<file path="src/rtl/scan_display.sv">
// scan_display: four-digit multiplexed seven-segment scanner.
// F500K is edge-detected into single-cycle scan ticks. Each digit owns a slot of
// SCAN_DIV ticks, and the first BLANK_CYC ticks of every slot are blanked so
// that segments do not ghost onto the next digit. DATA/DP are latched once per
// frame, and a one-cycle FRAME pulse marks each frame wrap.
// Optional feature: define LZ_BLANK_EN to suppress leading zeros on digits 3..1.
module scan_display #(
  parameter int SCAN_DIV  = 125,
  parameter int BLANK_CYC = 2
) (
  input  logic        F10M,
  input  logic        RESET,
  input  logic        F500K,
  input  logic [15:0] DATA,
  input  logic [3:0]  DP,
  output logic [7:0]  SEG,
  output logic [3:0]  DIG,
  output logic        FRAME
);

  localparam logic [7:0] CNT_LAST = 8'(SCAN_DIV - 1);

  logic        fD;
  logic        tick;
  logic [7:0]  cnt;
  logic [1:0]  idx;
  logic [15:0] dataShadow;
  logic [3:0]  dpShadow;
  logic        wrapQ;
  logic        slotEnd;
  logic        blank;
  logic [3:0]  nibble;
  logic [6:0]  glyph;
  logic [7:0]  segNext;
  logic [3:0]  digNext;

  // Segment pattern for one hex digit, bit order g..a.
  function automatic logic [6:0] seg7(input logic [3:0] n);
    logic [6:0] s;
    case (n)
      4'h0:    s = 7'h3F;
      4'h1:    s = 7'h06;
      4'h2:    s = 7'h5B;
      4'h3:    s = 7'h4F;
      4'h4:    s = 7'h66;
      4'h5:    s = 7'h6D;
      4'h6:    s = 7'h7D;
      4'h7:    s = 7'h07;
      4'h8:    s = 7'h7F;
      4'h9:    s = 7'h6F;
      4'hA:    s = 7'h77;
      4'hB:    s = 7'h7C;
      4'hC:    s = 7'h39;
      4'hD:    s = 7'h5E;
      4'hE:    s = 7'h79;
      default: s = 7'h71;
    endcase
    return s;
  endfunction

  assign tick    = F500K & ~fD;
  assign slotEnd = (cnt == CNT_LAST);

  // Remember last F500K level so each rising edge yields exactly one tick.
  always_ff @(posedge F10M or negedge RESET) begin
    if (!RESET) fD <= 1'b0;
    else        fD <= F500K;
  end

  // Slot/digit counters advance on ticks; the frame wrap latches new display data.
  always_ff @(posedge F10M or negedge RESET) begin
    if (!RESET) begin
      cnt        <= 8'd0;
      idx        <= 2'd0;
      dataShadow <= 16'h0000;
      dpShadow   <= 4'h0;
      wrapQ      <= 1'b0;
    end else begin
      wrapQ <= 1'b0;
      if (tick) begin
        if (slotEnd) begin
          cnt <= 8'd0;
          idx <= idx + 2'd1;
          if (idx == 2'd3) begin
            dataShadow <= DATA;
            dpShadow   <= DP;
            wrapQ      <= 1'b1;
          end
        end else begin
          cnt <= cnt + 8'd1;
        end
      end
    end
  end

  // Head-of-slot blanking; with BLANK_CYC of zero the digit drives for the whole slot.
  generate
    if (BLANK_CYC > 0) begin : gBlank
      localparam logic [7:0] BLANK_LIM = 8'(BLANK_CYC);
      assign blank = (cnt < BLANK_LIM);
    end else begin : gNoBlank
      assign blank = 1'b0;
    end
  endgenerate

  // Pick the nibble of the digit currently being scanned.
  always_comb begin
    nibble = dataShadow[3:0];
    case (idx)
      2'd0:    nibble = dataShadow[3:0];
      2'd1:    nibble = dataShadow[7:4];
      2'd2:    nibble = dataShadow[11:8];
      default: nibble = dataShadow[15:12];
    endcase
  end

`ifdef LZ_BLANK_EN
  logic lz3;
  logic lz2;
  logic lz1;

  // A digit is a leading zero only if it and every digit above it are zero.
  assign lz3 = (dataShadow[15:12] == 4'h0);
  assign lz2 = lz3 & (dataShadow[11:8] == 4'h0);
  assign lz1 = lz2 & (dataShadow[7:4] == 4'h0);

  // Suppressed digits keep their enable and decimal point but light no segments.
  always_comb begin
    glyph = seg7(nibble);
    case (idx)
      2'd1:    if (lz1) glyph = 7'h00;
      2'd2:    if (lz2) glyph = 7'h00;
      2'd3:    if (lz3) glyph = 7'h00;
      default: glyph = seg7(nibble);
    endcase
  end
`else
  assign glyph = seg7(nibble);
`endif

  // Next-cycle digit enable and segments: blank, or drive the selected digit.
  always_comb begin
    segNext = 8'h00;
    digNext = 4'b1111;
    if (!blank) begin
      digNext = ~(4'b0001 << idx);
      segNext = {dpShadow[idx], glyph};
    end
  end

  // Outputs are registered so the pads see glitch-free digit switching.
  always_ff @(posedge F10M or negedge RESET) begin
    if (!RESET) begin
      SEG   <= 8'h00;
      DIG   <= 4'b1111;
      FRAME <= 1'b0;
    end else begin
      SEG   <= segNext;
      DIG   <= digNext;
      FRAME <= wrapQ;
    end
  end

endmodule
</file>
<file path="config.mk">
export PLATFORM = sky130hd
export DESIGN_NAME = scan_display
export DESIGN_NICKNAME = d
export VERILOG_FILES = /design/src/rtl/scan_display.sv
export SDC_FILE = /design/constraint.sdc
export NUM_CORES = 1
export LEC_CHECK = 0
export ABC_AREA = 1
export CELL_PAD_IN_SITES_DETAIL_PLACEMENT = 1
export CELL_PAD_IN_SITES_GLOBAL_PLACEMENT = 2
export CORE_UTILIZATION = 33
export DETAILED_ROUTE_END_ITERATION = 10
export PLACE_DENSITY = 0.94
export SYNTH_ARGS = -nofsm -noshare
export SYNTH_HDL_FRONTEND = slang
export SYNTH_SLANG_ARGS = --single-unit
</file>
<file path="constraint.sdc">
create_clock -name F10M -period 2.85 [get_ports F10M]
set_input_delay 0.855 -clock F10M [delete_from_list [all_inputs] [get_ports F10M]]
set_output_delay 0.855 -clock F10M [all_outputs]
set_load 0.1 [all_outputs]
</file>
==> Word level (Yosys, flattened, before mapping) <==
Memories as Yosys holds them, arrays and structs flattened.
Cells that the tools add are included.
{ "classes": {"shifts": 1, "n_mux": 9, "bitwise": 3, "div_mod_pow": 0, "n_lt_le_gt_ge": 2, "add_sub_neg": 2, "eq_ne": 4, "multipliers": 0, "n_reduce_logical": 3} }
{ "ops": {"columns": ["op", "n"], "rows": [
  ["8-bit 2-to-1 mux", 2],
  ["4-bit case mux with 3 select lines", 1],
  ["8-bit by 1-bit adder with 8-bit output (second input constant)", 1],
  ["8-bit by 7-bit equality test with 1-bit output (second input constant)", 1],
  ["8-bit by 2-bit < comparator with 1-bit output (second input constant)", 1],
  ["2-bit equality test (second input constant)", 2],
  ["1-bit 2-to-1 mux", 4],
  ["4-bit 2-to-1 mux", 1],
  ["4-bit inverter", 1],
  ["1-bit by 2-bit << shifter with 4-bit output (first input constant)", 1],
  ["2-bit by 3-bit < comparator with 1-bit output (second input constant)", 1],
  ["3-bit AND reduction", 1],
  ["2-bit by 1-bit adder with 2-bit output (second input constant)", 1],
  ["1-bit binary-select mux with 2-bit select", 1],
  ["2-bit by 1-bit equality test with 1-bit output (second input constant)", 1],
  ["2-bit zero test", 1],
  ["2-bit AND reduction", 1],
  ["1-bit AND", 1],
  ["1-bit inverter", 1]
]} }
{ "totals": {"rom_bits": 112, "ramBits": 0, "n_memories": 1, "output_inout_bits": 13, "wordCells": 34, "reg_bits": 45, "latch_bits": 0} }
{ "memory_table": {"columns": ["memory", "depth", "word_bits", "rd", "rd_ports_with_merged_regs", "wr", "line_no", "source"], "rows": [
  ["(name not given)", 16, 7, 1, 0, 0, "40", "case (n)"]
]} }

==> Depth between registers and ports, before layout <==
Gate-level depths: netlist (run 1).
{ "depth": {"ltp_word": 4, "depth_mapped": 12} }

==> Worst setup path after synthesis (run 1) <==
OpenSTA, ideal clock, no wires.
{ "synth_path": {"kind": "register to register", "startpoint": "register idx[0]", "endpoint": "register SEG[3]", "path_stages_with_launch": 11, "required_time_ns": 2.734, "path_buffers": 0, "t_arrival_ns": 1.715, "slack_ns": 1.019, "setup_time_ns": 0.116, "path_cell_list": "dfrtp_1 > inv_1 > ha_1 > nand2_1 > nand2_1 > o21bai_1 > ha_1 > nand2_1 > nand3_1 > nand2_1 > nor2_1"} }
{ "synth_via": {"elab_chain_cells": 4} }
{ "synth_rtl": {"columns": ["element", "line_no", "source"], "rows": [
  ["from (decl)", "26", "logic [1:0] idx;"],
  ["from (signal assigned)", "83", "idx <= idx + 2'd1;"],
  ["2-bit equality test (tied with other cells)", "109", "case (idx)"],
  ["4-bit case mux with 3 select lines (*)", "109", null],
  ["memory read 16 x 7 bit (*)", null, null],
  ["8-bit 2-to-1 mux (*)", "145", "if (!blank) begin"],
  ["net segNext[3]", "34", "logic [7:0] segNext;"],
  ["to (signal assigned)", "158", "SEG <= segNext;"],
  ["to (decl)", "16", "output logic [7:0] SEG,"]
]} }
Mark *: on every way through the listed nets, which the timed path passes. The rest lies on a longest branch.
A chain may end at the register's enable or synchronous reset.

==> Final worst setup path (run 1) <==
{ "layout_path": {"startpoint": "register idx[0]", "endpoint": "register SEG[1]"} }
Same word-level chain as after synthesis.

==> results of run 1 <==
## through the flow
step	cell area, µm²	hold WS [ns]	setup WS [ns]	total power, µW
6_report	2740	0.353	0.565	2570
5_1_grt	2740	0.364	0.336	2780
4_1_cts	2740	0.357	0.557	2620
3_5_place_dp	2620	0.336	0.361	2090
3_3_place_gp	2620	0.347	0.457	2060
2_1_floorplan	2210	0.331	1.02	1780
## state kept, by name (all words and copies together) (netlist names)
register and cells:
dataShadow 16, DIG 4, cnt 8, FRAME 1, wrapQ 1, idx 2, SEG 8, fD 1
dpShadow 4
## final timing paths
kind,startpoint,to,slack (ns),cells past startpoint
worst max-delay path,idx[0],SEG[1],0.57,9
max in group asynchronous,RESET,DIG[1],2.06,2
worst max register to register,idx[0],SEG[1],0.57,9
worst min register to register,wrapQ,FRAME,0.35,0
worst min-delay path,wrapQ,FRAME,0.35,0
min in group asynchronous,RESET,cnt[0],0.52,2
## cell usage after synthesis
master | instances | area [µm²]
nand2_1 | 101 | 379
dfrtp_1 | 41 | 1030
nor2_1 | 34 | 128
inv_1 | 14 | 52.6
o21ai_0 | 12 | 60.1
ha_1 | 11 | 138
nand2_2 | 10 | 62.6
nand3_1 | 9 | 45.0
a21oi_1 | 8 | 40.0
nor3_1 | 5 | 25.0
dfstp_2 | 4 | 105
buf_2 | 3 | 15.0
o21bai_1 | 3 | 22.5
clkinv_2 | 2 | 10.0
inv_2 | 2 | 7.51
buf_6 | 1 | 11.3
buf_8 | 1 | 15.0
nand3_4 | 1 | 17.5
nor2_2 | 1 | 6.26
nor2_4 | 1 | 11.3
nor3_4 | 1 | 16.3
nor3b_1 | 1 | 7.51
xor2_1 | 1 | 8.76
## cells by family (layout without fill, tap and decap cells)
logic type | count (synthesis) | count (layout) | synth area share [%]
and+or+nand+nor | 164 | 164 | 31.6
DFF | 45 | 45 | 51.2
AOI/OAI and AO/OA | 23 | 23 | 5.55
buffers and inverters | 23 | 65 | 5.04
adders and majority gates | 11 | 11 | 6.23
xor gates and xnor gates | 1 | 1 | 0.396
## critical path, stage by stage, from the launching register on
cell and delay [ns]:
dfrtp_1 0.46, inv_1 0.15, ha_1 0.31, nand2_1 0.09
nand2_1 0.06, o21bai_1 0.45, ha_1 0.32, nand2_1 0.08
nand2_1 0.05, a21oi_1 0.21
## per-layer routing
metal	wire [µm]	global-route usage [%]	up-vias
met2	2370	26.8	38
met3	183	3.56	8
met5	0	0	-
li1	-	-	911
met4	79	5.17	0
met1	2350	20.6	829
## final cells by class
| type | instances | area, µm² |
|---|---|---|
| Tap cell | 77 | 96.3 |
| Multi-Input combinational cell | 199 | 967 |
| Clock buffer | 7 | 86.3 |
| Fill cell | 796 | 3690 |
| Inverter | 18 | 70.1 |
| Clock inverter | 1 | 30.0 |
| Sequential cell | 45 | 1130 |
| Timing Repair Buffer | 39 | 355 |
## power groups by stage
stage               logic (µW)  clock network, µW  registers (µW)
floorplan                  596                  0            1180
detailed placement        1200                  0             891
global placement          1170                  0             884
global route              1340                544             898
CTS                       1210                529             880
finish                    1190                504             878
==> metrics.txt, run 1 <==
clock latency on the worst-skew pair=0.30 ns; synthesis-to-layout area growth=23.8%; Die Span Y=83.8 µm; Port Buffers=35; Clock Path Buffers=2; Ports=36; Die ar.=7030 µm²; commonest non-fill, non-tap cell in the layout=nand2_1; Pre-Repair DR Iteration Count=7; Clk pin slew, worst setup/hold paths=0.09 ns; Via density=4.63; setup violators final=0; RD Place Congestion=0.750; VDD IR max=0.221 mV; Syn Area/Cell=8.28 µm²; final core utilization=42.6%; RSZ-0062 raised after global routing=no; final net count=342; combinational power share=46.3%; min cycle time layout=2.28 ns; critical path data arrival time=2.49 ns; FF+latch count, synth=45; Slew Limit Fails=0; CP Capture Type=flip-flop; mapped cell area=2210 µm²; Req. time, crit path=3.05 ns; 1st-iter DRT viols=109; post-synth cell types=23; Final Hold Viols=0; Leakage Power=0.00138 µW; CP Launch Type=flip-flop; Cells after Synth=267; Yosys warning count=0; via count=1,786; post_cts resized=0; core area=6420 µm²; Tcrit/Tclk final=80.2%; share of cells above drive strength 1=15.2%; largest net degree at the start of global routing=46; CTS tree=yes; PD cells=941 nW/µm²; Setup TNS Final=0 ns; initial antenna violation count=0; clock share of power=19.6%; Site Rows=29; Syn Nets=301; P_sw=1150 µW; clk_skew=0.00787 ns; Die Width=83.8 µm; Avg WL per Cell=12.9 µm; outcome=complete, but fails checks; most frequent cells in the layout=101 x nand2_1, 41 x dfrtp_1, 34 x nor2_1; switching part of the total=44.5%; clock sink total=45; Max H-tree Level=2; postcts setup bufs=0; sequential share of power=34.1%; hold buffers post-CTS=0; initial core utilization=34.4%; Num CTS Buffers=5; Slew HR=65.0%; critical path peak fanout=6; Seq/Total Area, Yosys=51.2%; Hold WC Path Type=reg2reg; first-pass GRT wire length=9000 µm; Finished Layout Cells=386; Fmax achieved=0.438 GHz; final WL=4990 µm; Max Cap Viol=0; Setup CP Type=reg2reg; root buffer cell=clkbuf_8; GRT Residual Overflow=0; placed insts=378; GRT Util Overall=16.1%; hpwl dp=3660 µm; ant diodes=0; Int Power=1430 µW; Residual DRC=5; slew at the pin closest to its max-slew limit=0.523 ns; failing checks=DRC; remaining antenna violation count=0; vias in the first global route=1,908
No activity file was read; power rests on OpenSTA's default activity.
==> inputs of run 2 (changes only) <==
--- a/config.mk
+++ b/config.mk
@@ -8,9 +8,9 @@
 export ABC_AREA = 1
 export CELL_PAD_IN_SITES_DETAIL_PLACEMENT = 1
 export CELL_PAD_IN_SITES_GLOBAL_PLACEMENT = 2
-export CORE_UTILIZATION = 33
+export CORE_UTILIZATION = 28
 export DETAILED_ROUTE_END_ITERATION = 10
-export PLACE_DENSITY = 0.94
+export PLACE_DENSITY = 0.86
 export SYNTH_ARGS = -nofsm -noshare
 export SYNTH_HDL_FRONTEND = slang
 export SYNTH_SLANG_ARGS = --single-unit
==> constraint.sdc (replaced) <==
create_clock -name F10M -period 2 [get_ports F10M]
set_input_delay 0.6 -clock F10M [delete_from_list [all_inputs] [get_ports F10M]]
set_output_delay 0.6 -clock F10M [all_outputs]
set_load 0.1 [all_outputs]
==> run 2 against run 1 <==
- the run now ends clean
- register-to-register slack got worse by 0.47 ns
- clock power increased by 15%
- fmax increased by 20%
- die area increased by 17%
- worst setup slack got worse by 0.47 ns
- combinational power increased by 72%
- non-clock buffer count increased by 19
==> metrics.txt, run 2 (synthesized netlist as in run 1, its figures left out) <==
initial core utilization=28.7% (-5.7 points); hold buffers post-CTS=0 (unchanged); CP Launch Type=flip-flop; slew at the pin closest to its max-slew limit=0.481 ns (-0.0429 ns); commonest non-fill, non-tap cell in the layout=nand2_1; share of cells above drive strength 1=23.2% (+8.0 points); 1st-iter DRT viols=31 (-72%); via count=1,877 (+5.1%); largest net degree at the start of global routing=27 (-41%); clock latency on the worst-skew pair=0.29 ns (about the same); Die Span Y=90.8 µm (+8.4%); Clk pin slew, worst setup/hold paths=0.08 ns (about the same); clock sink total=45 (unchanged); Via density=4.37 (-5.7%); synthesis-to-layout area growth=40.4%; Port Buffers=35 (unchanged); Tcrit/Tclk final=95.0% (+15 points); outcome=completed; Num CTS Buffers=5 (unchanged); CTS tree=yes; Req. time, crit path=2.22 ns (-0.83 ns); Pre-Repair DR Iteration Count=4 (-3); Finished Layout Cells=430 (+11%); Avg WL per Cell=12.3 µm (-4.9%); cell area after layout=3100 µm² (+13%); Max Cap Viol=0 (unchanged); root buffer cell=clkbuf_8; Ports=36 (unchanged); Clock Path Buffers=2 (unchanged); RSZ-0062 raised after global routing=yes; Site Rows=32 (+10%); Final Hold Viols=0 (unchanged); final WL=5280 µm (+6.0%); clk_skew=0.00345 ns (-0.00442 ns); Slew HR=68.0% (+2.9 points); VDD IR max=0.307 mV (+39%); most frequent cells in the layout=101 x nand2_1, 39 x dfrtp_1, 32 x nor2_1; setup violators final=0 (unchanged); vias in the first global route=2,000 (+4.8%); core area=7690 µm² (+20%); biggest regs=dataShadow x16, SEG x8, cnt x8; Die Width=90.8 µm (+8.4%); GRT Util Overall=14.3% (-1.8 points); RD Place Congestion=0.772 (+2.9%); Fmax achieved=0.526 GHz (+20%); remaining antenna violation count=0 (unchanged); critical path peak fanout=8 (+2); Setup CP Type=reg2reg; final net count=361 (+5.6%); launch point of the worst reg-to-reg path=idx[0]; placement-stage cell area=2970 µm² (+13%); Die ar.=8250 µm² (+17%); Slew Limit Fails=0 (unchanged); crit path from=idx[0]; ant diodes=0 (unchanged); hpwl dp=4130 µm (+13%); Residual DRC=0 (-5); Leakage Power=0.00153 µW (+11%); initial antenna violation count=0 (unchanged); Max H-tree Level=2 (unchanged); placed insts=420 (+11%); Most flops, register=dataShadow; critical path data arrival time=2.12 ns (-0.37 ns); min cycle time layout=1.90 ns (-0.385 ns); Hold WC Path Type=in2async; Largest register FFs=16 (unchanged); CP Capture Type=flip-flop; PD cells=1260 nW/µm² (+34%); first-pass GRT wire length=9470 µm (+5.2%); GRT Residual Overflow=0 (unchanged)
==> run 2: critical path, cell delays in order (launching register included) <==
cell      delay [ns]
dfrtp_2         0.45
ha_1            0.24
inv_2           0.13
nor2_1          0.07
o21bai_2        0.20
buf_4           0.14
ha_1            0.27
nand2_1         0.10
nand2_1         0.06
a21oi_1         0.16
==> run 2: final cells by class <==
cell class                      instances  area (µm²)
Sequential cell                        45        1130
Tap cell                              102         128
Inverter                               18        70.1
Fill cell                             934        4580
Multi-Input combinational cell        199         996
Clock buffer                            8        90.1
Timing Repair Buffer                   58         686
==> run 2: power by group <==
group,leakage [µW],internal [µW],total [µW],switching [µW]
combinational,0.000934,807,2050,1240
sequential,0.000549,1130,1290,160
clock,0.0000455,282,580,297
==> run 2: through the flow <==
| stage | power [µW] | utilization [%] | setup WS [ns] | hold WS, ns | setup TNS (ns) |
|---|---|---|---|---|---|
| 6_report | 3920 | 40.4 | 0.100 | 0.256 | 0 |
| 3_3_place_gp | 3250 | 38.6 | 0.0515 | 0.339 | 0 |
| 4_1_cts | 3900 | 39.8 | 0.00645 | 0.268 | 0 |
| 3_5_place_dp | 3300 | 38.6 | -0.0147 | 0.351 | -0.0147 |
| 5_1_grt | 4220 | 40.4 | -0.0271 | 0.289 | -0.0278 |
| 2_1_floorplan | 2540 | - | 0.169 | 0.304 | 0 |
==> run 2: path summary, 6_finish.rpt <==
path                           to  slack [ns]  cells past startpoint
setup reg to reg           SEG[1]        0.10                      9
min in group F10M           FRAME        0.37                      0
setup / recovery           SEG[1]        0.10                      9
hold reg to reg             FRAME        0.37                      0
hold / removal             cnt[7]        0.26                      1
max in group asynchronous  idx[1]        1.23                      2
==> run 2: repair_timing <==
item / 4_1_cts / 5_1_grt
pin swaps: 0 / 1
buffers inserted: 0 / 2
setup endpoints to repair: 2 / 6
resized for setup: 1 / 11
==> run 2: routing by layer <==
metal	wire length, µm	share of wire (%)	vias to the layer above	GRT usage, %
li1	-	-	951	-
met1	2530	48	893	18.7
met2	2590	49	29	24.4
met3	133	2.5	4	2.53
met4	28	0.53	0	3.17
met5	0	0	-	0
